==> config.mk <==
export PLATFORM = sky130hd
export DESIGN_NAME = gnr_attractor_ctrl
export DESIGN_NICKNAME = d
export VERILOG_FILES = /design/src/rtl/gnr_ctrl_pkg.sv /design/src/rtl/gnr_state_cmp.sv /design/src/rtl/gnr_attractor_ctrl.sv
export SDC_FILE = /design/constraint.sdc
export NUM_CORES = 1
export LEC_CHECK = 0
export ABC_AREA = 1
export ABC_CLOCK_PERIOD_IN_PS = 2900
export CAP_MARGIN = 15
export CORE_ASPECT_RATIO = 0.9
export CORE_UTILIZATION = 49
export CTS_BUF_LIST = sky130_fd_sc_hd__clkbuf_8
export DETAILED_ROUTE_END_ITERATION = 8
export GPL_TIMING_DRIVEN = 1
export PLACE_DENSITY_LB_ADDON = 0.1
export SYNTH_ARGS = -nofsm -noshare
export SYNTH_HDL_FRONTEND = slang
export SYNTH_SLANG_ARGS = --single-unit
==> constraint.sdc <==
create_clock -name clk -period 2.9 [get_ports clk]
set_input_delay 0.87 -clock clk [delete_from_list [all_inputs] [get_ports clk]]
set_output_delay 0.87 -clock clk [all_outputs]
set_load 0.01 [all_outputs]
==> src/rtl/gnr_ctrl_pkg.sv <==
// Shared definitions for the GNR attractor controller.
//   ctrl_state_e : controller FSM states
//   CNT_W_DEF    : default width of the step / period counters
package gnr_ctrl_pkg;

  localparam int unsigned CNT_W_DEF = 16;

  typedef enum logic [2:0] {
    IDLE,
    LOAD,
    RUN,
    PERIOD,
    DONE
  } ctrl_state_e;

endpackage

==> src/rtl/gnr_state_cmp.sv <==
// Combinational equality comparator for the tortoise/hare state vectors.
// Ports:
//   s0_vec  in  N_NODES  tortoise copy of the network state
//   s1_vec  in  N_NODES  hare copy of the network state
//   qualify in  1        comparison is meaningful this cycle
//   eq      out 1        qualify && (s0_vec == s1_vec)
module gnr_state_cmp #(
  parameter int N_NODES = 16
) (
  input  logic [N_NODES-1:0] s0_vec,
  input  logic [N_NODES-1:0] s1_vec,
  input  logic               qualify,
  output logic               eq
);

  assign eq = qualify && (s0_vec == s1_vec);

endmodule

==> src/rtl/gnr_attractor_ctrl.sv <==
// Control end of the Boolean-network node interface for one GNR network.
// Loads an initial state into every node, runs Floyd cycle detection
// (tortoise s0 at half rate inside the nodes, hare s1 every cycle) and
// optionally measures the attractor period, then returns the result over
// a valid/ready channel.
//
// Optional feature macro: GNR_PERIOD_MEASURE_EN
//   defined   : PERIOD phase measures the attractor period
//   undefined : a meet goes straight to DONE, res_period is tied to 0
//
// Ports:
//   clk, rst                 clock, synchronous active-high reset
//   req_valid/req_ready      initial-state request handshake
//   req_state                initial network state
//   reset_nos, init_state    node load strobe and per-node initial bits
//   start_s0, start_s1       tortoise / hare step strobes
//   s0_vec, s1_vec           concatenated node outputs
//   res_valid/res_ready      result handshake
//   res_state                attractor state
//   res_steps                hare steps until meet (or abort)
//   res_period               attractor period (0 when not measured)
//   res_timeout              MAX_STEPS reached without meet/closure
module gnr_attractor_ctrl
  import gnr_ctrl_pkg::*;
#(
  parameter int N_NODES   = 16,
  parameter int CNT_W     = CNT_W_DEF,
  parameter int MAX_STEPS = 65535
) (
  input  logic               clk,
  input  logic               rst,
  input  logic               req_valid,
  output logic               req_ready,
  input  logic [N_NODES-1:0] req_state,
  output logic               reset_nos,
  output logic [N_NODES-1:0] init_state,
  output logic               start_s0,
  output logic               start_s1,
  input  logic [N_NODES-1:0] s0_vec,
  input  logic [N_NODES-1:0] s1_vec,
  output logic               res_valid,
  input  logic               res_ready,
  output logic [N_NODES-1:0] res_state,
  output logic [CNT_W-1:0]   res_steps,
  output logic [CNT_W-1:0]   res_period,
  output logic               res_timeout
);

  ctrl_state_e        state_q, state_d;
  logic [CNT_W-1:0]   k_q;
  logic [N_NODES-1:0] init_q;
  logic [N_NODES-1:0] res_state_q;
  logic [CNT_W-1:0]   res_steps_q;
  logic               res_timeout_q;
  logic               qualify;
  logic               eq;
  logic               k_at_max;

  assign k_at_max = (k_q == CNT_W'(MAX_STEPS));

`ifdef GNR_PERIOD_MEASURE_EN
  logic [CNT_W-1:0] p_q;
  logic [CNT_W-1:0] res_period_q;
  logic             p_at_max;

  assign p_at_max = (p_q == CNT_W'(MAX_STEPS));

  // At k=0 and k=1 both copies sit on the same step index, so a match there
  // is trivial; in PERIOD p=0 is the meet point itself.
  assign qualify = ((state_q == RUN)    && (k_q >= CNT_W'(2))) ||
                   ((state_q == PERIOD) && (p_q >= CNT_W'(1)));
  assign res_period = res_period_q;
`else
  assign qualify    = (state_q == RUN) && (k_q >= CNT_W'(2));
  assign res_period = '0;
`endif

  gnr_state_cmp #(
    .N_NODES(N_NODES)
  ) u_cmp (
    .s0_vec (s0_vec),
    .s1_vec (s1_vec),
    .qualify(qualify),
    .eq     (eq)
  );

  // rst gating keeps req_ready low while reset is held.
  assign req_ready   = (state_q == IDLE) && !rst;
  assign reset_nos   = (state_q == LOAD);
  assign res_valid   = (state_q == DONE);
  assign init_state  = init_q;
  assign res_state   = res_state_q;
  assign res_steps   = res_steps_q;
  assign res_timeout = res_timeout_q;

  always_comb begin
    state_d  = state_q;
    start_s0 = 1'b0;
    start_s1 = 1'b0;
    case (state_q)
      IDLE: if (req_valid) state_d = LOAD;
      LOAD: state_d = RUN;
      RUN: begin
        // Steps are withheld on the meet/abort cycle so the nodes keep the
        // captured state.
        if (eq) begin
`ifdef GNR_PERIOD_MEASURE_EN
          state_d = PERIOD;
`else
          state_d = DONE;
`endif
        end else if (k_at_max) begin
          state_d = DONE;
        end else begin
          start_s0 = 1'b1;
          start_s1 = 1'b1;
        end
      end
`ifdef GNR_PERIOD_MEASURE_EN
      PERIOD: begin
        if (eq || p_at_max) state_d  = DONE;
        else                start_s1 = 1'b1;
      end
`endif
      DONE: if (res_ready) state_d = IDLE;
      default: state_d = IDLE;
    endcase
  end

  always_ff @(posedge clk) begin
    if (rst) begin
      state_q       <= IDLE;
      k_q           <= '0;
      init_q        <= '0;
      res_state_q   <= '0;
      res_steps_q   <= '0;
      res_timeout_q <= 1'b0;
`ifdef GNR_PERIOD_MEASURE_EN
      p_q           <= '0;
      res_period_q  <= '0;
`endif
    end else begin
      state_q <= state_d;
      case (state_q)
        IDLE: begin
          if (req_valid) begin
            init_q        <= req_state;
            res_state_q   <= '0;
            res_steps_q   <= '0;
            res_timeout_q <= 1'b0;
`ifdef GNR_PERIOD_MEASURE_EN
            res_period_q  <= '0;
`endif
          end
        end
        LOAD: k_q <= '0;
        RUN: begin
          if (eq) begin
            res_state_q <= s0_vec;
            res_steps_q <= k_q;
`ifdef GNR_PERIOD_MEASURE_EN
            p_q         <= '0;
`endif
          end else if (k_at_max) begin
            res_state_q   <= s1_vec;
            res_steps_q   <= k_q;
            res_timeout_q <= 1'b1;
          end else begin
            // Only increments below MAX_STEPS, so the counter never wraps.
            k_q <= k_q + CNT_W'(1);
          end
        end
`ifdef GNR_PERIOD_MEASURE_EN
        PERIOD: begin
          if (eq) begin
            res_period_q <= p_q;
          end else if (p_at_max) begin
            res_timeout_q <= 1'b1;
            res_period_q  <= '0;
          end else begin
            p_q <= p_q + CNT_W'(1);
          end
        end
`endif
        default: ;
      endcase
    end
  end

endmodule

==> impl_metrics.ini <==
[run_status]
outcome = complete, no violations

[worst_setup_path]
cp_cell_sequence = dlygate4sd2_1, xnor2_2, nand3_1, nor2_2, nand3_4, nand2_4, inv_2, buf_6
critPathRequiredTime_ns = 2.03
crit_buf_inv = 3
startpoint_type = input port
cp_slowest_cell = dlygate4sd2_1
arrival_ns = 1.98
max_stage_delay_ns = 0.25
crit_cells = 8
r2r_cells = 13
cp-end-kind = output pin
path_class = input port to output pin
cp_max_fo = 3
cp_top_family = simple AND/OR/NAND/NOR gates

[floorplan]
start_util_pct = 51.5
die_x_microns = 96.6
core_area_sq_um = 7660
die_h_microns = 87.1
die-area_sq_um = 8420
rows = 30
pin_count = 122

[timing]
finalSetupViolCount = 0
fin_skew_ns = 0.00916
whs_ns = 0.488
max_freq_ghz = 0.351
slew_violations = 0
min_period_ns = 2.85
hold_viol = 0
min_period_over_period_pct = 98.3

[grt]
first_global_vias = 3998
grt_pass1_wl_microns = 18300
track_usage_pct = 28.1
grt_overflow_total = 0
antenna_found_initial = 0
grt_max_degree = 51

[power_and_ir_drop]
leakagePower_nw = 2.49
powerDensity_nw_per_um2 = 524
irDropWorstVdd_mv = 0.398

[clock_network]
clk_pin_slew_worst_paths_ns = 0.08
cts-buffers-inserted = 9
cts_root_buffer = clkbuf_8
holdBufCountCts = 0
cts_max_level = 3
cts_tree = yes
clk_latency_ns = 0.36
clockBufferDepth = 2
clock-sinks = 68

[yosys]
synth_edf_count = 0
yosysSeqAreaShare_pct = 34.5
ys.warnings.count = 0
synth_area_sq_um = 3950
synth_top_cell_area_share_pct = 34.5
ys.flop_type = dfxtp_1
ys_types = 34
synth_top_area_cell = dfxtp_1
synth_area_leaders = dfxtp_1 34%, nand2_1 15%, nor2_1 15%
synthArstFlopShare_pct = 0
avgSynthCellArea_sq_um = 6.41
synth_seq_cells = 68
postSynthCellCount = 616

[run]
cap_viol_max_count = 0

[detailed_routing]
drt_iter0_drc = 255
drt_wl_total_microns = 11200
drc = 0
first_pass_iters = 5
via_per_inst = 5.04
routedWlPerCell_microns = 13.3
postRouteAntennaNets = 0
vias = 4243

[placement]
place_area_sq_um = 5130
gp_congestion = 0.904
port_buffers = 105
post-dp-hpwl_microns = 7690

[layout]
design_area_sq_um = 5480
seqCellArea_sq_um = 1360
syn2layout_area_growth_pct = 38.8
final_nets = 796
antenna_cells = 0
drive_above_1_share_pct = 14.6
final_util_pct = 71.5
multi_input_area_sq_um = 2200
n_fill_cell = 657

[worst_hold_path]
min_path_type = flip-flop to flip-flop
hold_path_depth = 2
[kinds of logic (layout without fill, tap and decap cells)]
group | Yosys count | count (layout) | share of synthesized area, %
fa+ha+maj | 2 | 2 | 0.634
xor+xnor | 5 | 5 | 1.11
other cells | 1 | 16 | 0.0950
compound gates | 40 | 40 | 5.96
buf+inv | 103 | 218 | 12.4
flops | 68 | 68 | 34.5
simple gates | 397 | 397 | 45.3
[cell usage in the layout (no fill, tap or decap), types with 10 or more instances in the layout]
master and instances:
dlygate4sd2_1 27, nand2_1 155, clkdlybuf4s50_1 71, o21ai_0 19, nor2_1 150, inv_1 50
a21oi_1 12, nand3_1 10, conb_1 16, nand4_1 21, nor2_2 15, buf_4 42
nand3b_1 22, dfxtp_1 66
[through the flow]
step	total power [W]	std cells	worst slack, ns	setup TNS [ns]
2_1_floorplan	0.00155	631	0.106	0
3_3_place_gp	0.00189	814	-0.643	-2.60
3_5_place_dp	0.00192	814	-0.665	-2.87
4_1_cts	0.00287	842	0.0401	0
5_1_grt	0.00301	842	-0.00964	-0.0175
6_report	0.00287	842	0.0501	0
[layout make-up]
class / instances / area share [%]
multi-input combinational: 460 / 40.2
sequential: 68 / 24.9
timing repair buffer: 148 / 24.6
inverter: 55 / 3.77
clock buffer: 9 / 2.26
tap: 96 / 2.19
clock inverter: 6 / 2.08
[worst paths after layout]
path	end	start	slack [ns]
max reg2reg	res_state[13]	k_q[0]	0.44
min	res_steps[11]	res_steps[11]	0.49
max	start_s0	s0_vec[7]	0.05
min reg2reg	res_steps[11]	res_steps[11]	0.49
[synth_stat cells, types with 3 or more instances]
master	n
nand2_1	158
nor2_1	154
dfxtp_1	68
inv_1	51
nand3b_1	22
nand4_1	21
buf_4	19
o21ai_0	19
a21oi_1	13
clkbuf_1	12
buf_2	11
nand3_1	11
nor2_2	11
a21oi_2	5
nor3_1	5
buf_1	4
nor2_4	4
inv_2	3
xor2_1	3
[repair_timing]
| action | in CTS | in global routing |
|---|---|---|
| resized for setup | 52 | 12 |
| setup buffers | 13 | 0 |
| endpoints found under the setup margin | 2 | 2 |
| pin swaps | 18 | 8 |
| endpoints found under the hold margin | 0 | 0 |
[flip-flops by register name (all words and copies together) (netlist names)]
signal and cells:
state_q 3, res_timeout 1, res_steps 16, res_state 16
init_state 16, k_q 16
[tightest hold or removal path, cell delays in order (launching register included)]
cell and delay, ns:
dfxtp_1 0.33, nor2_1 0.05, nor2_1 0.08
[power by group]
part           switching (W)  internal [W]  leakage (nW)
logic               0.000433      0.000387          1.82
registers          0.0000529       0.00104         0.559
clock network       0.000392      0.000568         0.112
[metal layers]
layer	wire (microns)	global-route usage, %	vias to the layer above	part of all wire, %
met5	0	0	-	0
met4	316	9.76	0	2.8
met3	902	9.51	32	8.0
met2	5220	45.5	164	47
met1	4770	34.6	1920	43
li1	-	-	2127	-
Note: power is estimated with default switching activity, not from simulation.
